--- config.mk ---
export PLATFORM = sky130hd
export DESIGN_NAME = uart_rx_mv
export DESIGN_NICKNAME = d
export VERILOG_FILES = /design/src/rtl/uart_pkg.sv /design/src/rtl/uart_rx_sampler.sv /design/src/rtl/uart_rx_mv.sv
export SDC_FILE = /design/constraint.sdc
export NUM_CORES = 1
export LEC_CHECK = 0
export BUFFER_PORTS_ARGS = -buffer_cell sky130_fd_sc_hd__buf_2
export CAP_MARGIN = 40
export CORE_MARGIN = 5
export CORE_UTILIZATION = 45
export CTS_BUF_LIST = sky130_fd_sc_hd__clkbuf_4
export DETAILED_ROUTE_END_ITERATION = 10
export PLACE_DENSITY = 0.7
export SYNTH_ARGS = -nofsm -noshare
export SYNTH_HDL_FRONTEND = slang
export SYNTH_SLANG_ARGS = --single-unit
--- constraint.sdc ---
create_clock -name clk -period 2.15 [get_ports clk]
set_clock_uncertainty 0.1 [all_clocks]
set_input_delay 0.3225 -clock clk [delete_from_list [all_inputs] [get_ports clk]]
set_output_delay 0.3225 -clock clk [all_outputs]
set_load 0.005 [all_outputs]
--- src/rtl/uart_pkg.sv ---
// Shared types and helpers for the parametrised majority-vote UART receiver.
package uart_pkg;

  typedef enum logic [2:0] {
    IDLE,
    START,
    DATA,
    PARITY,
    STOP
  } rx_state_t;

  // Parity mode encodings for the PARITY parameter
  localparam int unsigned PAR_NONE = 0;
  localparam int unsigned PAR_ODD  = 1;
  localparam int unsigned PAR_EVEN = 2;

  function automatic int unsigned bitcnt_w(input int unsigned data_bits);
    return $clog2(data_bits + 1);
  endfunction

endpackage

--- src/rtl/uart_rx_sampler.sv ---
// Input synchroniser, free-running bit timer and 3-sample mid-bit majority vote.
module uart_rx_sampler #(
  parameter int unsigned CLK_DIV = 868
) (
  input  logic clk,
  input  logic rst,
  input  logic uart_rx,
  input  logic restart,
  output logic rx_s,
  output logic bit_val,
  output logic bit_strobe,
  output logic bit_end
);

  localparam logic [15:0] LAST = 16'(CLK_DIV - 1);
  localparam logic [15:0] MID  = 16'(CLK_DIV / 2);

  logic [1:0]  sync_q;
  logic [15:0] cnt_q, cnt_d;
  logic        smp0_q, smp1_q;

  always_ff @(posedge clk) begin
    if (!rst) sync_q <= 2'b11;
    else      sync_q <= {sync_q[0], uart_rx};
  end

  assign rx_s       = sync_q[1];
  assign bit_end    = (cnt_q == LAST);
  assign bit_strobe = (cnt_q == MID + 16'd1);

  always_comb begin
    cnt_d = cnt_q + 16'd1;
    if (restart || bit_end) cnt_d = '0;
  end

  always_ff @(posedge clk) begin
    if (!rst) begin
      cnt_q  <= '0;
      smp0_q <= 1'b1;
      smp1_q <= 1'b1;
    end else begin
      cnt_q <= cnt_d;
      if (cnt_q == MID - 16'd1) smp0_q <= rx_s;
      if (cnt_q == MID)         smp1_q <= rx_s;
    end
  end

  // Third sample is the live value at the strobe point
  assign bit_val = (smp0_q & smp1_q) | (smp0_q & rx_s) | (smp1_q & rx_s);

endmodule

--- src/rtl/uart_rx_mv.sv ---
// Parametrised UART receiver: majority vote, parity/framing flags, valid/ready with overrun.
// Optional break detection (brk port) when UART_RX_MV_BREAK_DET_EN is defined.
module uart_rx_mv
  import uart_pkg::*;
#(
  parameter int unsigned CLK_DIV   = 868,
  parameter int unsigned DATA_BITS = 8,
  parameter int unsigned PARITY    = 0,
  parameter int unsigned STOP_BITS = 1
) (
  input  logic                 clk,
  input  logic                 rst,
  input  logic                 uart_rx,
  output logic [DATA_BITS-1:0] dout,
  output logic                 dout_vld,
  input  logic                 dout_rdy,
  output logic [1:0]           err_out,
  output logic                 overrun
`ifdef UART_RX_MV_BREAK_DET_EN
  ,
  output logic                 brk
`endif
);

  localparam int unsigned BCW = bitcnt_w(DATA_BITS);

  rx_state_t            state_q, state_d;
  logic [BCW-1:0]       bcnt_q, bcnt_d;
  logic                 scnt_q, scnt_d;
  logic [DATA_BITS-1:0] sh_q, sh_d;
  logic                 perr_q, perr_d, ferr_q, ferr_d;
  logic [DATA_BITS-1:0] dout_q, dout_d;
  logic [1:0]           err_q, err_d;
  logic                 vld_q, vld_d, ovr_q, ovr_d;
  logic                 rx_s, bit_val, bit_strobe, bit_end, restart;
  logic                 frame_done, is_brk, idle_block, hold_restart;

  uart_rx_sampler #(.CLK_DIV(CLK_DIV)) u_sampler (
    .clk       (clk),
    .rst       (rst),
    .uart_rx   (uart_rx),
    .restart   (restart),
    .rx_s      (rx_s),
    .bit_val   (bit_val),
    .bit_strobe(bit_strobe),
    .bit_end   (bit_end)
  );

  assign restart = (state_d != state_q) || hold_restart;

  always_comb begin
    state_d    = state_q;
    bcnt_d     = bcnt_q;
    scnt_d     = scnt_q;
    sh_d       = sh_q;
    perr_d     = perr_q;
    ferr_d     = ferr_q;
    frame_done = 1'b0;
    unique case (state_q)
      IDLE: begin
        if (!rx_s && !idle_block) begin
          state_d = START;
          bcnt_d  = '0;
          scnt_d  = 1'b0;
          perr_d  = 1'b0;
          ferr_d  = 1'b0;
        end
      end
      START: begin
        if (bit_strobe && bit_val) state_d = IDLE;
        else if (bit_end)          state_d = DATA;
      end
      DATA: begin
        if (bit_strobe) begin
          sh_d   = {bit_val, sh_q[DATA_BITS-1:1]};
          bcnt_d = bcnt_q + 1'b1;
        end
        if (bit_end && bcnt_q == BCW'(DATA_BITS))
          state_d = (PARITY != PAR_NONE) ? uart_pkg::PARITY : STOP;
      end
      uart_pkg::PARITY: begin
        if (bit_strobe) perr_d = ((^sh_q) ^ bit_val) != (PARITY == PAR_ODD);
        if (bit_end)    state_d = STOP;
      end
      STOP: begin
        // Leave at the last stop sample rather than the bit end to tolerate drift
        if (bit_strobe) begin
          if (!bit_val) ferr_d = 1'b1;
          if (scnt_q == 1'(STOP_BITS - 1)) begin
            state_d    = IDLE;
            frame_done = 1'b1;
          end else begin
            scnt_d = 1'b1;
          end
        end
      end
      default: state_d = IDLE;
    endcase
  end

  always_comb begin
    dout_d = dout_q;
    err_d  = err_q;
    vld_d  = vld_q;
    ovr_d  = 1'b0;
    if (vld_q && dout_rdy) vld_d = 1'b0;
    if (frame_done && !is_brk) begin
      if (!vld_q || dout_rdy) begin
        dout_d = sh_q;
        err_d  = {perr_q, ferr_d};
        vld_d  = 1'b1;
      end else begin
        ovr_d = 1'b1;
      end
    end
  end

  always_ff @(posedge clk) begin
    if (!rst) begin
      state_q <= IDLE;
      bcnt_q  <= '0;
      scnt_q  <= 1'b0;
      sh_q    <= '0;
      perr_q  <= 1'b0;
      ferr_q  <= 1'b0;
      dout_q  <= '0;
      err_q   <= '0;
      vld_q   <= 1'b0;
      ovr_q   <= 1'b0;
    end else begin
      state_q <= state_d;
      bcnt_q  <= bcnt_d;
      scnt_q  <= scnt_d;
      sh_q    <= sh_d;
      perr_q  <= perr_d;
      ferr_q  <= ferr_d;
      dout_q  <= dout_d;
      err_q   <= err_d;
      vld_q   <= vld_d;
      ovr_q   <= ovr_d;
    end
  end

  assign dout     = dout_q;
  assign err_out  = err_q;
  assign dout_vld = vld_q;
  assign overrun  = ovr_q;

`ifdef UART_RX_MV_BREAK_DET_EN
  logic pbit_q, pbit_d, fst0_q, fst0_d, hold_q, hold_d, brk_q;

  always_comb begin
    pbit_d = pbit_q;
    fst0_d = fst0_q;
    hold_d = hold_q;
    if (state_q == uart_pkg::PARITY && bit_strobe)        pbit_d = bit_val;
    if (state_q == STOP && bit_strobe && scnt_q == 1'b0) fst0_d = !bit_val;
    if (is_brk)                                          hold_d = 1'b1;
    else if (state_q == IDLE && bit_end && rx_s)         hold_d = 1'b0;
  end

  // With a single stop bit the first stop sample is the live one
  assign is_brk = frame_done && (sh_q == '0) &&
                  ((PARITY == PAR_NONE) || !pbit_q) &&
                  ((scnt_q == 1'b0) ? !bit_val : fst0_q);
  assign idle_block   = hold_q;
  assign hold_restart = hold_q && (state_q == IDLE) && !rx_s;

  always_ff @(posedge clk) begin
    if (!rst) begin
      pbit_q <= 1'b0;
      fst0_q <= 1'b0;
      hold_q <= 1'b0;
      brk_q  <= 1'b0;
    end else begin
      pbit_q <= pbit_d;
      fst0_q <= fst0_d;
      hold_q <= hold_d;
      brk_q  <= is_brk;
    end
  end

  assign brk = brk_q;
`else
  assign is_brk       = 1'b0;
  assign idle_block   = 1'b0;
  assign hold_restart = 1'b0;
`endif

endmodule
Word-level counts from Yosys, hierarchy flattened
Index checks and enable logic that the tools add are counted.
- bitwise gates (word level): 7
- add/subtract/negate cells: 2
- reductions and logical operators: 18
- equality and inequality tests: 14
- mux-type cells: 28
- operator list (kind ; number):
    $eq 16x9->1 const B ; 3
    $mux 3 ; 7
    $add 16x1->16 const B ; 1
    $eq 16x10->1 const B ; 1
    $pmux 3 s5 ; 1
    $mux 1 ; 14
    $reduce_and 3->1 ; 3
    $mux 4 ; 2
    $ne 2x2->1 const B ; 4
    $pmux 4 s2 ; 1
    $reduce_xor 8->1 ; 1
    $eq 3x2->1 const B ; 2
    $pmux 1 s2 ; 3
    $reduce_and 2->1 ; 3
    $reduce_bool 2->1 ; 3
    $add 4x1->4 const B ; 1
    $eq 4x4->1 const B ; 1
    $and 1x1->1 ; 3
    $eq 3x1->1 const B ; 1
    $eq 3x3->1 const B ; 1
    $logic_and 1x1->1 ; 3
    $logic_not 3->1 ; 1
    $ne 3x3->1 ; 1
    $logic_or 1x1->1 ; 2
    other kinds (5) ; 6
- flip-flop bits (word level): 50

Longest topological paths before layout
Gate-level depths: netlist (run 1).
- depth in word-level cells: 9
- gate-level depth with buffers: 8
- mapped depth without buffers: 7

By module
Synthesis (run 1) repeated with hierarchy kept, for this count alone.
- cells, all modules: 241
- area total of the unflattened synthesis: 2262.2 um^2
- by module, submodules not included (module ; cells an instance ; seq. area each (um^2) ; area an instance (um^2) ; instances):
    uart_rx_mv ; 140 ; 580.6 ; 1336.3 ; 1
    uart_rx_sampler ; 101 ; 400.4 ; 925.9 ; 1

Least setup slack after synthesis (run 1)
No wires, ideal clock.
- path type: reg2reg
- start: reg u_sampler.cnt_q[0]
- end: reg dout_q[1], in the netlist dout[1]
- stages on the path, launching flop included: 9
- arrival: 2.148 ns
- slack: -0.214 ns
- cell sequence: dfxtp_1 > ha_1 > or3b_1 > or4_4 > buf_6 > nor3_4 > buf_6 > mux2i_1 > nor2b_1
- word-level cells in the longest chain between the ends: 4
- ends and longest elaborated chain (element ; RTL line ; RTL):
    start, declared ; uart_rx_sampler.sv:19 ; logic [15:0] cnt_q, cnt_d;
    start signal, assigned ; uart_rx_sampler.sv:42 ; cnt_q <= cnt_d;
    $eq 16x9->1 ; uart_rx_sampler.sv:29 ; assign bit_strobe = (cnt_q == MID + 16'd1);
    $mux 1 ; uart_rx_mv.sv:87 ; if (bit_strobe) begin
    $mux 1 ; uart_rx_mv.sv:59 ; unique case (state_q)
    $reduce_and 2->1 (no source line) ; n/a ;
    end signal, assigned ; uart_rx_mv.sv:137 ; dout_q <= dout_d;
    end, declared ; uart_rx_mv.sv:32 ; logic [DATA_BITS-1:0] dout_q, dout_d;
No other way between the ends.
A chain may end at the register's enable or synchronous reset.

Final worst setup path (run 1)
- start: reg u_sampler.cnt_q[10]
- end: reg dout_q[0], in the netlist dout[0]
Same word-level chain as after synthesis.

==> impl_results.html, run 1 <==
<table>
<tr><th>Metric</th><th>Value</th></tr>
<tr><th colspan="2">Status</th></tr>
<tr><td>Outcome</td><td>finished with violations</td></tr>
<tr><td>Failing checks</td><td>negative setup slack</td></tr>
<tr><th colspan="2">Layout</th></tr>
<tr><td>Multi-input gate area in the final layout</td><td>between 1000 and 1500 µm²</td></tr>
<tr><td>Net total in the final layout</td><td>286</td></tr>
<tr><td>Share of cells above drive strength 1</td><td>0.2338</td></tr>
<tr><td>Fill cell count</td><td>~430</td></tr>
<tr><td>ANT cells</td><td>0</td></tr>
<tr><td>Area occupied by registers</td><td>approximately 980 µm²</td></tr>
<tr><td>Area growth from synthesis to layout</td><td>21.15%</td></tr>
<tr><td>Layout Utilization</td><td>0.5660</td></tr>
<tr><td>Total non-filler cell area in the finished layout</td><td>between 2000 and 3000 µm²</td></tr>
<tr><td>Number of cells in the finished layout apart from fillers</td><td>about 350</td></tr>
<tr><th colspan="2">CTS</th></tr>
<tr><td>Num CTS Buffers</td><td>5</td></tr>
<tr><td>Post-cts hold buffer count</td><td>0</td></tr>
<tr><td>TritonCTS clock tree</td><td>done</td></tr>
<tr><td>Cell chosen for the clock root</td><td>clkbuf_4</td></tr>
<tr><td>Insertion delay of the later-clocked pin in the worst-skew pair</td><td>0.36 ns</td></tr>
<tr><td>CTS max path bufs</td><td>2</td></tr>
<tr><td>Post-CTS clock slew at the launch and capture registers of the worst setup and hold paths</td><td>0.16 ns</td></tr>
<tr><td>CTS H-tree lvls</td><td>2</td></tr>
<tr><td>Number of clock sinks seen by CTS</td><td>49</td></tr>
<tr><th colspan="2">Route</th></tr>
<tr><td>Number of detailed-route iterations in the first pass</td><td>4</td></tr>
<tr><td>Iteration-0 DRC Markers</td><td>89</td></tr>
<tr><td>Post-route ant nets</td><td>0</td></tr>
<tr><td>Total detailed-routing wirelength</td><td>4215 µm</td></tr>
<tr><td>Post-route met1 wirelength</td><td>a little over 2000 µm</td></tr>
<tr><td>Average wire per standard cell</td><td>approximately 12 µm</td></tr>
<tr><td>Routed length on met2</td><td>approximately 2000 µm</td></tr>
<tr><td>Total number of vias</td><td>~1,700</td></tr>
<tr><td>Top sig layer</td><td>met4</td></tr>
<tr><td>Routed wire length on met3</td><td>approximately 120 µm</td></tr>
<tr><td>Avg Vias per Cell</td><td>roughly 5</td></tr>
<tr><td>Post-detailed-route DRC marker count</td><td>0</td></tr>
<tr><th colspan="2">Synthesis</th></tr>
<tr><td>Number of distinct library cell variants in the gate-level netlist after synthesis</td><td>40</td></tr>
<tr><td>Seq cells post-synth</td><td>49</td></tr>
<tr><td>EDFF count, synth</td><td>0</td></tr>
<tr><td>Cell Area, Synth</td><td>roughly 2200 µm²</td></tr>
<tr><td>Count of synthesis-stage warnings from yosys</td><td>0</td></tr>
<tr><td>Synthesized instance count</td><td>about 240</td></tr>
<tr><td>Async S/R FF share, synth</td><td>0</td></tr>
<tr><td>Most used flip-flop cell after synthesis</td><td>dfxtp_1</td></tr>
<tr><td>Share of synthesized area occupied by flip-flops and latches</td><td>0.4387</td></tr>
<tr><td>Synthesized Nets</td><td>approximately 240</td></tr>
<tr><td>Avg Inst Size Synth</td><td>approximately 9.5 µm²</td></tr>
<tr><th colspan="2">GRT</th></tr>
<tr><td>Overflow left after global routing</td><td>0</td></tr>
<tr><td>Number of global-route vias before repair</td><td>1,652</td></tr>
<tr><td>Wire length of the first global-routing pass</td><td>7334 µm</td></tr>
<tr><td>Pin count of the biggest net entering global routing</td><td>31</td></tr>
<tr><td>All-layer global routing usage</td><td>0.1421</td></tr>
<tr><td>Initial antenna violation count</td><td>0</td></tr>
<tr><th colspan="2">Timing</th></tr>
<tr><td>Final number of hold-violating endpoints</td><td>0</td></tr>
<tr><td>Maximum achievable frequency</td><td>about 0.45 GHz</td></tr>
<tr><td>RSZ-0062 raised after global routing</td><td>true</td></tr>
<tr><td>Slew Limit Fails</td><td>0</td></tr>
<tr><td>Slew HR</td><td>0.7527</td></tr>
<tr><td>Portion of the clock cycle consumed by the worst path in the final layout</td><td>1.039</td></tr>
<tr><td>Final setup violation count</td><td>21</td></tr>
<tr><td>Transition time of the tightest slew-check pin</td><td>~0.37 ns</td></tr>
<tr><td>Final critical delay including setup and external delays</td><td>roughly 2.2 ns</td></tr>
<tr><td>PnR worst setup slack</td><td>-0.08450 ns</td></tr>
<tr><th colspan="2">Setup path</th></tr>
<tr><td>Kind of critical path</td><td>flop to flop</td></tr>
<tr><td>Worst Setup Start Kind</td><td>flop</td></tr>
<tr><td>Crit path required time</td><td>about 2.3 ns</td></tr>
<tr><td>Worst setup path startpoint</td><td>u_sampler.cnt_q[10]$_SDFF_PP0_</td></tr>
<tr><td>Worst reg2reg path startpoint</td><td>u_sampler.cnt_q[10]$_SDFF_PP0_</td></tr>
<tr><td>Worst EP arrival</td><td>about 2.4 ns</td></tr>
<tr><td>Worst setup slack for register-to-register paths</td><td>-0.08 ns</td></tr>
<tr><td>Worst setup path end</td><td>dout[0]$_SDFFE_PN0P_</td></tr>
<tr><td>Capturing point of the worst reg2reg path</td><td>dout[0]$_SDFFE_PN0P_</td></tr>
<tr><td>Critical path endpoint category</td><td>flop</td></tr>
<tr><td>Max Fanout on Critical Path</td><td>11</td></tr>
<tr><td>Count of cells along the worst register-to-register path</td><td>6</td></tr>
<tr><th colspan="2">Placement</th></tr>
<tr><td>Placed wire-length estimate after detailed placement</td><td>~3000 µm</td></tr>
<tr><td>Global placement routability congestion</td><td>0.8271</td></tr>
<tr><td>Placed cell count</td><td>about 330</td></tr>
<tr><td>Cell area reported after detailed placement</td><td>about 2600 µm²</td></tr>
<tr><td>Input/output buffers</td><td>15</td></tr>
<tr><th colspan="2">Power</th></tr>
<tr><td>Worst supply voltage drop on vdd</td><td>roughly 0.00035 V</td></tr>
<tr><td>Overall power after layout</td><td>between 1 and 1.5 mW</td></tr>
<tr><td>Power per cell area</td><td>between 500 and 600 nW/µm²</td></tr>
<tr><td>Total leakage power</td><td>~1 nW</td></tr>
<tr><th colspan="2">Floorplanning</th></tr>
<tr><td>Core Box Area</td><td>about 4800 µm²</td></tr>
<tr><td>Die Y</td><td>80.49 µm</td></tr>
<tr><td>Die area</td><td>between 6000 and 7000 µm²</td></tr>
<tr><td>Count of boundary I/O pins</td><td>16</td></tr>
<tr><td>Chip Width</td><td>~80 µm</td></tr>
<tr><td>Site row count</td><td>25</td></tr>
<tr><td>Initial core utilization</td><td>0.4672</td></tr>
<tr><th colspan="2">Run</th></tr>
<tr><td>Max capacitance violation total</td><td>0</td></tr>
<tr><th colspan="2">Min path</th></tr>
<tr><td>Worst min-delay path class</td><td>input port to flop</td></tr>
</table>
[final cells by class]
cell class | instances | share of cell area
Clock buffer | 5 | 0.01386
Clock inverter | 3 | 0.009238
Inverter | 6 | 0.008314
Multi-Input combinational cell | 172 | 0.4536
Sequential cell | 49 | 0.3635
Tap cell | 67 | 0.03095
Timing Repair Buffer | 43 | 0.1206
[cells in the mapped netlist, types with 3 or more instances]
master | instances | area share
xnor2_1 | 15 | 0.059
nor3_1 | 9 | 0.020
xor2_1 | 8 | 0.031
nand2b_1 | 5 | 0.014
nand2_1 | 19 | 0.032
nor2_1 | 23 | 0.039
nand4_1 | 4 | 0.011
nand3_1 | 13 | 0.029
clkbuf_1 | 5 | 0.0084
nor2b_1 | 18 | 0.050
and2_1 | 3 | 0.0084
inv_1 | 6 | 0.010
mux2i_1 | 17 | 0.076
and3_1 | 4 | 0.011
buf_6 | 3 | 0.015
dfxtp_1 | 49 | 0.44
ha_1 | 5 | 0.028
[where the power goes]
part | switching [mW] | total (mW) | leakage [nW] | internal [mW]
Clock | 0.309 | 0.446 | 0.0322 | 0.136
Combinational | 0.0353 | 0.0686 | 0.578 | 0.0332
Sequential | 0.00821 | 0.925 | 0.397 | 0.917
Total | 0.353 | 1.44 | 1.01 | 1.09
[placed cells by master (no fill, tap or decap), types with 3 or more instances in the layout]
master	n
dfxtp_1	46
buf_4	24
nor2_1	23
nand2_1	19
nor2b_1	18
mux2i_1	17
xnor2_1	15
buf_2	15
nand3_1	12
nor3_1	9
xor2_1	8
inv_1	6
nand2b_1	5
clkbuf_4	5
nand4_1	4
and3_1	4
ha_1	4
and2_1	3
buf_12	3
dfxtp_2	3
[what timing repair did]
item,CTS,global route
pin swaps,0,2
resized for setup,0,8
endpoints found under the hold margin,0,0
endpoints found under the setup margin,19,32
setup buffers,0,3
[cell families (layout without fill, tap and decap cells)]
kind of cell | count (synthesis) | after routing | synth area share
compound gates | 11 | 11 | 0.03357
xor+xnor | 24 | 24 | 0.1002
fa+ha+maj | 6 | 6 | 0.03246
buf+inv | 14 | 57 | 0.03357
flops | 49 | 49 | 0.4387
mux | 17 | 17 | 0.07610
simple gates | 114 | 114 | 0.2854
[worst max-delay path: stages (launching register included)]
cell	delay [ns]
dfxtp_2	0.35
or4_4	0.53
or4_4	0.56
nor3_4	0.18
buf_12	0.17
mux2i_1	0.19
nor2b_1	0.06
[through the flow]
step           hold slack [ns]  setup slack, ns  setup TNS [ns]
4_1_cts                0.01199         -0.08726         -0.8872
2_1_floorplan           0.2863         -0.08385          -1.363
5_1_grt               0.006782          -0.1840          -3.373
6_report               0.03021         -0.08450         -0.9286
3_3_place_gp            0.2883         -0.02713         -0.2621
3_5_place_dp            0.2977         -0.06125         -0.6793
[registers in the layout, summed over array words and instances, names as in the netlist]
signal and flops:
bcnt_q 4, dout 8, dout_vld 1, err_out 2
ferr_q 1, overrun 1, perr_q 1, sh_q 8
state_q 3, u_sampler.cnt_q 16, u_sampler.smp0_q 1, u_sampler.smp1_q 1
u_sampler.sync_q 2
[layer usage]
layer,track usage,vias to the layer above
met2,0.2310,22
met4,0.04561,0
met3,0.02915,2
met1,0.1876,802
met5,0,-
li1,-,890
[worst min path at each step]
stage                                    from                             end  slack (ns)  cells after the start
6_report                              uart_rx  u_sampler.sync_q[0]$_SDFF_PN1_        0.03                      2
3_5_place_dp   u_sampler.sync_q[0]$_SDFF_PN1_  u_sampler.sync_q[1]$_SDFF_PN1_        0.30                      1
4_1_cts                               uart_rx  u_sampler.sync_q[0]$_SDFF_PN1_        0.01                      2
3_3_place_gp   u_sampler.sync_q[0]$_SDFF_PN1_  u_sampler.sync_q[1]$_SDFF_PN1_        0.29                      1
5_1_grt                               uart_rx  u_sampler.sync_q[0]$_SDFF_PN1_       0.007                      2
2_1_floorplan  u_sampler.sync_q[0]$_SDFF_PN1_  u_sampler.sync_q[1]$_SDFF_PN1_        0.29                      1
No activity file was read; power rests on OpenSTA's default activity.
==> run 2, diff against run 1 <==
Settings changed: CELL_PAD_IN_SITES_DETAIL_PLACEMENT from default to 1, CELL_PAD_IN_SITES_GLOBAL_PLACEMENT from default to 2, CORE_UTILIZATION 45 to 36, PLACE_DENSITY 0.7 to 0.83.
==> run 2 against run 1 <==
Net effect:
- largest power group unchanged
- count of clock-buffer cells in the layout stayed put
- wire length is 17% higher
- the run still ends with negative setup slack left
- critical path type unchanged
- utilization is 11 points lower
- register-to-register slack worse by 0.02 ns
- die area is 22% higher
- worst setup slack worse by 0.015 ns
- highest routed layer unchanged
- sequential cell count stayed put
- global-route usage is 0.39 points lower
- critical path depth stayed put
==> impl_results.html, run 2 (synthesis gave the netlist of run 1 again) <==
<table>
<tr><th>Metric</th><th>Value</th></tr>
<tr><th colspan="2">Status</th></tr>
<tr><td>Outcome</td><td>finished with violations</td></tr>
<tr><td>Failing checks</td><td>negative setup slack</td></tr>
<tr><th colspan="2">Setup path</th></tr>
<tr><td>Kind of critical path</td><td>flop to flop</td></tr>
<tr><td>Crit path required time</td><td>2.35 ns (+0.04 ns)</td></tr>
<tr><td>Critical path, cell by cell</td><td>or4_4 &gt; or4_4 &gt; nor3_4 &gt; buf_12 &gt; mux2i_1 &gt; nor2b_1</td></tr>
<tr><td>Worst Setup Start Kind</td><td>flop</td></tr>
<tr><td>Max Fanout on Critical Path</td><td>11 (unchanged)</td></tr>
<tr><td>CP bufs+invs</td><td>1 (unchanged)</td></tr>
<tr><td>Critical path endpoint category</td><td>flop</td></tr>
<tr><td>Master of the slowest instance on the critical path</td><td>or4_4</td></tr>
<tr><td>Worst EP arrival</td><td>2.45 ns (+0.05 ns)</td></tr>
<tr><td>Cell mode on critical path</td><td>or4_4</td></tr>
<tr><td>Cell class contributing the biggest share of worst-path delay</td><td>simple AND/OR/NAND/NOR gates</td></tr>
<tr><td>Delay of the slowest critical-path stage</td><td>0.56 ns (about the same)</td></tr>
<tr><th colspan="2">CTS</th></tr>
<tr><td>Num CTS Buffers</td><td>5 (unchanged)</td></tr>
<tr><td>TritonCTS clock tree</td><td>done</td></tr>
<tr><td>Insertion delay of the later-clocked pin in the worst-skew pair</td><td>0.39 ns (+0.03 ns)</td></tr>
<tr><td>Number of clock sinks seen by CTS</td><td>49 (unchanged)</td></tr>
<tr><td>Post-CTS clock slew at the launch and capture registers of the worst setup and hold paths</td><td>0.17 ns (about the same)</td></tr>
<tr><td>Cell chosen for the clock root</td><td>clkbuf_4</td></tr>
<tr><td>CTS H-tree lvls</td><td>2 (unchanged)</td></tr>
<tr><td>CTS max path bufs</td><td>2 (unchanged)</td></tr>
<tr><th colspan="2">Layout</th></tr>
<tr><td>Multi-input gate area in the final layout</td><td>1220 µm² (-0.71%)</td></tr>
<tr><td>Register with the highest flop count</td><td>u_sampler.cnt_q</td></tr>
<tr><td>Number of flip-flops in the largest register</td><td>16 (unchanged)</td></tr>
<tr><td>Area growth from synthesis to layout</td><td>21.38%</td></tr>
<tr><td>Area occupied by registers</td><td>985.9 µm² (+0.13%)</td></tr>
<tr><td>Most common library cell in the layout ignoring fill and taps</td><td>dfxtp_1</td></tr>
<tr><td>ANT cells</td><td>0 (unchanged)</td></tr>
<tr><td>Commonest cells after routing, fill and taps aside</td><td>dfxtp_1 (45), buf_4 (24), nor2_1 (23)</td></tr>
<tr><td>Net total in the final layout</td><td>286 (unchanged)</td></tr>
<tr><td>Fill cell count</td><td>699 (+61%)</td></tr>
<tr><td>Share of cells above drive strength 1</td><td>0.2338 (unchanged)</td></tr>
<tr><td>Total non-filler cell area in the finished layout</td><td>2714 µm² (+0.18%)</td></tr>
<tr><th colspan="2">Floorplanning</th></tr>
<tr><td>Site row count</td><td>28 (+12%)</td></tr>
<tr><td>Chip Width</td><td>88.81 µm (+10%)</td></tr>
<tr><td>Die area</td><td>7887 µm² (+22%)</td></tr>
<tr><td>Die Y</td><td>88.81 µm (+10%)</td></tr>
<tr><td>Core Box Area</td><td>5991 µm² (+25%)</td></tr>
<tr><td>Count of boundary I/O pins</td><td>16 (unchanged)</td></tr>
<tr><td>Initial core utilization</td><td>0.3732 (-0.09396)</td></tr>
<tr><th colspan="2">Power</th></tr>
<tr><td>Cell internal power dissipation</td><td>1.096 mW (+0.92%)</td></tr>
<tr><td>Sw power</td><td>0.3901 mW (+11%)</td></tr>
<tr><td>Power per cell area</td><td>547.7 nW/µm² (+3.1%)</td></tr>
<tr><td>Switching portion of total power</td><td>0.2624 (+0.01721)</td></tr>
<tr><td>Share of power burned in combinational logic</td><td>0.048 (about the same)</td></tr>
<tr><td>Overall power after layout</td><td>1.486 mW (+3.3%)</td></tr>
<tr><td>Proportion of power drawn by the clock network</td><td>0.330 (+0.020)</td></tr>
<tr><td>Total leakage power</td><td>1.011 nW (+0.34%)</td></tr>
<tr><td>Worst supply voltage drop on vdd</td><td>0.0004001 V (+16%)</td></tr>
<tr><td>Portion of total power attributed to sequential cells</td><td>0.622 (-0.021)</td></tr>
<tr><th colspan="2">Route</th></tr>
<tr><td>Number of detailed-route iterations in the first pass</td><td>4 (unchanged)</td></tr>
<tr><td>Average wire per standard cell</td><td>14.01 µm (+15%)</td></tr>
<tr><td>Post-route ant nets</td><td>0 (unchanged)</td></tr>
<tr><td>Avg Vias per Cell</td><td>4.952 (-0.44%)</td></tr>
<tr><td>Iteration-0 DRC Markers</td><td>73 (-18%)</td></tr>
<tr><td>Total detailed-routing wirelength</td><td>4947 µm (+17%)</td></tr>
<tr><td>Post-detailed-route DRC marker count</td><td>0 (unchanged)</td></tr>
<tr><td>Total number of vias</td><td>1,748 (+1.9%)</td></tr>
<tr><th colspan="2">Timing</th></tr>
<tr><td>Transition time of the tightest slew-check pin</td><td>0.3803 ns (+0.01010 ns)</td></tr>
<tr><td>RSZ-0062 raised after global routing</td><td>true</td></tr>
<tr><td>Slew Limit Fails</td><td>0 (unchanged)</td></tr>
<tr><td>Min Hold Slack</td><td>0.09604 ns (+0.06583 ns)</td></tr>
<tr><td>Post-Route Setup TNS</td><td>-1.491 ns (-0.5620 ns)</td></tr>
<tr><td>Final setup violation count</td><td>22 (+4.8%)</td></tr>
<tr><td>Maximum achievable frequency</td><td>0.4445 GHz (-0.68%)</td></tr>
<tr><td>PnR worst setup slack</td><td>-0.09970 ns (-0.01520 ns)</td></tr>
<tr><td>Portion of the clock cycle consumed by the worst path in the final layout</td><td>1.046 (+0.007070)</td></tr>
<tr><td>Slew HR</td><td>0.7459 (-0.006746)</td></tr>
<tr><td>Final number of hold-violating endpoints</td><td>0 (unchanged)</td></tr>
<tr><td>Final critical delay including setup and external delays</td><td>2.250 ns (+0.01520 ns)</td></tr>
<tr><th colspan="2">Min path</th></tr>
<tr><td>Worst min-delay path class</td><td>input port to flop</td></tr>
<tr><th colspan="2">Placement</th></tr>
<tr><td>Input/output buffers</td><td>15 (unchanged)</td></tr>
<tr><td>Global placement routability congestion</td><td>0.8475 (+2.5%)</td></tr>
<tr><td>Pre-CTS setup slack</td><td>-0.08620 ns (-0.02495 ns)</td></tr>
<tr><td>Cell area reported after detailed placement</td><td>2586 µm² (about the same)</td></tr>
<tr><td>Placed wire-length estimate after detailed placement</td><td>3610 µm (+17%)</td></tr>
<tr><th colspan="2">GRT</th></tr>
<tr><td>Number of global-route vias before repair</td><td>1,793 (+8.5%)</td></tr>
<tr><td>Wire length of the first global-routing pass</td><td>8342 µm (+14%)</td></tr>
<tr><td>Overflow left after global routing</td><td>0 (unchanged)</td></tr>
<tr><td>All-layer global routing usage</td><td>0.1382 (-0.003861)</td></tr>
<tr><td>Pin count of the biggest net entering global routing</td><td>25 (-19%)</td></tr>
<tr><td>Initial antenna violation count</td><td>0 (unchanged)</td></tr>
<tr><th colspan="2">Run</th></tr>
<tr><td>Max capacitance violation total</td><td>0 (unchanged)</td></tr>
</table>
-- run 2: layout make-up --
type,instances,area share
multi-input cells,172,0.4495
well taps,75,0.03458
clock inverters,3,0.01060
clock buffers,5,0.01383
flip-flops and latches,49,0.3633
repair buffers,43,0.1199
inverters,6,0.008299
-- run 2: worst paths after layout --
check	to	from	slack [ns]	cells after the start
worst max-delay path	sh_q[2]$_SDFFE_PN0P_	u_sampler.cnt_q[10]$_SDFF_PP0_	-0.1	6
worst min-delay path	u_sampler.smp1_q$_SDFFE_PN1N_	rst	0.1	2
worst max register to register	sh_q[2]$_SDFFE_PN0P_	u_sampler.cnt_q[10]$_SDFF_PP0_	-0.1	6
worst min register to register	u_sampler.sync_q[1]$_SDFF_PN1_	u_sampler.sync_q[0]$_SDFF_PN1_	0.34	1
-- run 2: per-stage QoR --
step                      instances  utilization
after detailed placement        341       0.4317
after CTS                       351       0.4484
after floorplan                 235            -
after global placement          341       0.4317
after global routing            353       0.4530
final                           353       0.4530
-- run 2: power groups by stage --
stage                     Clock, mW  Combinational [mW]  Sequential [mW]
after CTS                     0.510              0.0721            0.926
after floorplan                   0              0.0365            0.946
after global placement            0              0.0685            0.944
after detailed placement          0              0.0702            0.945
after global routing          0.555              0.0797            0.927
final                         0.490              0.0713            0.925
-- run 2: timing repair --
| action | 4_1_cts | 5_1_grt |
|---|---|---|
| setup endpoints to repair | 23 | 39 |
| pin swaps | 1 | 1 |
| buffers inserted | 1 | 2 |
| hold endpoints to repair | 1 | 0 |
| resized for setup | 4 | 2 |
| hold buffers | 1 | 0 |
-- run 2: per-layer routing --
metal / up-vias / global-route usage / part of all wire
met5: - / 0 / 0
met4: 0 / 0.06319 / 0.020
met3: 9 / 0.02886 / 0.021
met2: 21 / 0.2186 / 0.46
met1: 832 / 0.1802 / 0.50
li1: 886 / - / -
==> run 3, diff against run 2 <==
Settings changed: SKIP_CTS_REPAIR_TIMING from default to 1, TNS_END_PERCENT from default to 20.
==> run 3 against run 2 <==
Net effect:
- final cell count fell by 1.1%
- largest cell class unchanged
- wire length fell by 3.7%
- die area did not move
- utilization fell by 0.94 points
- fmax barely moved
- sequential cell count did not move
- worst setup slack improved by 0.0017 ns
- global-route usage fell by 0.18 points
- non-clock buffer count fell by 4
- cell area fell by 2.1%
- sequential share of layout area rose by 0.72 points
- the run still ends with negative setup slack left
==> impl_results.html, run 3 (synthesis gave the netlist of run 1 again) <==
<table>
<tr><th>Metric</th><th>Value</th></tr>
<tr><th colspan="2">Status</th></tr>
<tr><td>Outcome</td><td>finished with violations</td></tr>
<tr><td>Failing checks</td><td>negative setup slack</td></tr>
<tr><th colspan="2">Route</th></tr>
<tr><td>Number of detailed-route iterations in the first pass</td><td>4 (unchanged)</td></tr>
<tr><td>Post-route ant nets</td><td>0 (unchanged)</td></tr>
<tr><td>Post-detailed-route DRC marker count</td><td>0 (unchanged)</td></tr>
<tr><td>Total detailed-routing wirelength</td><td>4763 µm (-3.7%)</td></tr>
<tr><td>Iteration-0 DRC Markers</td><td>49 (-33%)</td></tr>
<tr><td>Total number of vias</td><td>1,733 (-0.86%)</td></tr>
<tr><td>Average wire per standard cell</td><td>13.65 µm (-2.6%)</td></tr>
<tr><td>Avg Vias per Cell</td><td>4.966 (+0.28%)</td></tr>
<tr><th colspan="2">Setup path</th></tr>
<tr><td>Master of the slowest instance on the critical path</td><td>or4_4</td></tr>
<tr><td>Delay of the slowest critical-path stage</td><td>0.56 ns (about the same)</td></tr>
<tr><td>Worst EP arrival</td><td>2.42 ns (-0.03 ns)</td></tr>
<tr><td>Worst Setup Start Kind</td><td>flop</td></tr>
<tr><td>Worst setup path startpoint</td><td>u_sampler.cnt_q[10]$_SDFF_PP0_</td></tr>
<tr><td>Kind of critical path</td><td>flop to flop</td></tr>
<tr><td>Max Fanout on Critical Path</td><td>11 (unchanged)</td></tr>
<tr><td>Worst reg2reg path startpoint</td><td>u_sampler.cnt_q[10]$_SDFF_PP0_</td></tr>
<tr><td>Critical path endpoint category</td><td>flop</td></tr>
<tr><td>Critical path, cell by cell</td><td>or4_4 &gt; or4_4 &gt; nor3_4 &gt; buf_12 &gt; mux2i_1 &gt; nor2b_1</td></tr>
<tr><td>Cell mode on critical path</td><td>or4_4</td></tr>
<tr><td>Crit path required time</td><td>2.32 ns (-0.03 ns)</td></tr>
<tr><th colspan="2">Min path</th></tr>
<tr><td>Worst min-delay path class</td><td>input port to flop</td></tr>
<tr><td>Worst Hold Launch</td><td>uart_rx</td></tr>
<tr><th colspan="2">Floorplanning</th></tr>
<tr><td>Count of boundary I/O pins</td><td>16 (unchanged)</td></tr>
<tr><td>Site row count</td><td>28 (unchanged)</td></tr>
<tr><td>Core Box Area</td><td>5991 µm² (unchanged)</td></tr>
<tr><td>Chip Width</td><td>88.81 µm (unchanged)</td></tr>
<tr><td>Die Y</td><td>88.81 µm (unchanged)</td></tr>
<tr><td>Initial core utilization</td><td>0.3732 (unchanged)</td></tr>
<tr><td>Die area</td><td>7887 µm² (unchanged)</td></tr>
<tr><th colspan="2">Layout</th></tr>
<tr><td>ANT cells</td><td>0 (unchanged)</td></tr>
<tr><td>Commonest cells after routing, fill and taps aside</td><td>dfxtp_1 (46), nor2_1 (23), buf_4 (21)</td></tr>
<tr><td>Share of cells above drive strength 1</td><td>0.2117 (-0.02213)</td></tr>
<tr><td>Area growth from synthesis to layout</td><td>18.86%</td></tr>
<tr><td>Net total in the final layout</td><td>282 (-1.4%)</td></tr>
<tr><td>Layout Utilization</td><td>0.4436 (-0.009399)</td></tr>
<tr><td>Number of cells in the finished layout apart from fillers</td><td>349 (-1.1%)</td></tr>
<tr><td>Fill cell count</td><td>708 (+1.3%)</td></tr>
<tr><td>Number of flip-flops in the largest register</td><td>16 (unchanged)</td></tr>
<tr><td>Register with the highest flop count</td><td>u_sampler.cnt_q</td></tr>
<tr><td>Most common library cell in the layout ignoring fill and taps</td><td>dfxtp_1</td></tr>
<tr><th colspan="2">Timing</th></tr>
<tr><td>PnR worst setup slack</td><td>-0.09800 ns (+0.001696 ns)</td></tr>
<tr><td>Final number of hold-violating endpoints</td><td>0 (unchanged)</td></tr>
<tr><td>Slew HR</td><td>0.7564 (+0.01051)</td></tr>
<tr><td>Final setup violation count</td><td>19 (-14%)</td></tr>
<tr><td>Final critical delay including setup and external delays</td><td>2.248 ns (-0.001696 ns)</td></tr>
<tr><td>Slew Limit Fails</td><td>0 (unchanged)</td></tr>
<tr><td>RSZ-0062 raised after global routing</td><td>true</td></tr>
<tr><td>Maximum achievable frequency</td><td>0.4448 GHz (about the same)</td></tr>
<tr><td>Portion of the clock cycle consumed by the worst path in the final layout</td><td>1.046 (about the same)</td></tr>
<tr><td>Transition time of the tightest slew-check pin</td><td>0.3646 ns (-0.01574 ns)</td></tr>
<tr><th colspan="2">GRT</th></tr>
<tr><td>Pin count of the biggest net entering global routing</td><td>23 (-8.0%)</td></tr>
<tr><td>Number of global-route vias before repair</td><td>1,756 (-2.1%)</td></tr>
<tr><td>All-layer global routing usage</td><td>0.1364 (-0.001782)</td></tr>
<tr><td>Wire length of the first global-routing pass</td><td>8355 µm (+0.16%)</td></tr>
<tr><td>Overflow left after global routing</td><td>0 (unchanged)</td></tr>
<tr><td>Initial antenna violation count</td><td>0 (unchanged)</td></tr>
<tr><th colspan="2">CTS</th></tr>
<tr><td>CTS max path bufs</td><td>2 (unchanged)</td></tr>
<tr><td>Num CTS Buffers</td><td>5 (unchanged)</td></tr>
<tr><td>CTS H-tree lvls</td><td>2 (unchanged)</td></tr>
<tr><td>Cell chosen for the clock root</td><td>clkbuf_4</td></tr>
<tr><td>Number of clock sinks seen by CTS</td><td>49 (unchanged)</td></tr>
<tr><td>Post-CTS clock slew at the launch and capture registers of the worst setup and hold paths</td><td>0.14 ns (-0.03 ns)</td></tr>
<tr><td>TritonCTS clock tree</td><td>done</td></tr>
<tr><td>Insertion delay of the later-clocked pin in the worst-skew pair</td><td>0.37 ns (-0.02 ns)</td></tr>
<tr><th colspan="2">Placement</th></tr>
<tr><td>Placed cell count</td><td>341 (unchanged)</td></tr>
<tr><td>Input/output buffers</td><td>15 (unchanged)</td></tr>
<tr><td>Global placement routability congestion</td><td>0.7777 (-8.2%)</td></tr>
<tr><td>Placed wire-length estimate after detailed placement</td><td>3613 µm (about the same)</td></tr>
<tr><th colspan="2">Power</th></tr>
<tr><td>Worst supply voltage drop on vdd</td><td>0.0002629 V (-34%)</td></tr>
<tr><td>Total leakage power</td><td>0.9854 nW (-2.5%)</td></tr>
<tr><td>Overall power after layout</td><td>1.441 mW (-3.0%)</td></tr>
<tr><td>Power per cell area</td><td>542.3 nW/µm² (-0.99%)</td></tr>
<tr><th colspan="2">Run</th></tr>
<tr><td>Max capacitance violation total</td><td>0 (unchanged)</td></tr>
</table>
run 3: cell type report:
| type | count | area, µm² | share of cell area |
|---|---|---|---|
| Multi-Input combinational cell | 172 | 1205 | 0.4534 |
| Sequential cell | 49 | 984.7 | 0.3705 |
| Timing Repair Buffer | 39 | 292.8 | 0.1102 |
| Tap cell | 75 | 93.84 | 0.03531 |
| Clock buffer | 6 | 45.04 | 0.01695 |
| Inverter | 6 | 22.52 | 0.008475 |
| Clock inverter | 2 | 13.76 | 0.005179 |
run 3: power by group:
group | switching [mW] | internal [mW]
clock network | 0.303 | 0.144
registers | 0.00824 | 0.917
logic | 0.0365 | 0.0329
total | 0.348 | 1.09
run 3: worst paths after layout:
kind / end / slack, ns / depth (start not counted)
worst max-delay path: dout[2]$_SDFFE_PN0P_ / -0.1 / 6
worst min-delay path: u_sampler.sync_q[0]$_SDFF_PN1_ / 0.03 / 2
worst max register to register: dout[2]$_SDFFE_PN0P_ / -0.1 / 6
worst min register to register: u_sampler.sync_q[1]$_SDFF_PN1_ / 0.33 / 1
run 3: worst max-delay path: cells and delay by family (launching register included):
family	cells	cell delay, ns
buffers and inverters	1	0.17
DFF	1	0.35
muxes	1	0.22
and+or+nand+nor	4	1.32
run 3: through the flow:
stage                     hold WS (ns)  TNS [ns]  setup slack (ns)  instance area (µm²)
after floorplan                 0.2863    -1.356          -0.08393                 2252
after global placement          0.2885   -0.3904          -0.04011                 2586
after detailed placement        0.2984    -1.015           -0.1011                 2586
after CTS                      0.02030    -1.078           -0.1100                 2645
after global routing           0.02248    -2.476           -0.1732                 2658
final                          0.03363   -0.8494          -0.09800                 2658
run 3: per-layer routing:
| layer | track usage | vias to the layer above | wire length, µm |
|---|---|---|---|
| li1 | - | 878 | - |
| met1 | 0.1941 | 829 | 2394 |
| met2 | 0.2045 | 20 | 2207 |
| met3 | 0.02607 | 6 | 98 |
| met4 | 0.04945 | 0 | 63 |
| met5 | 0 | - | 0 |
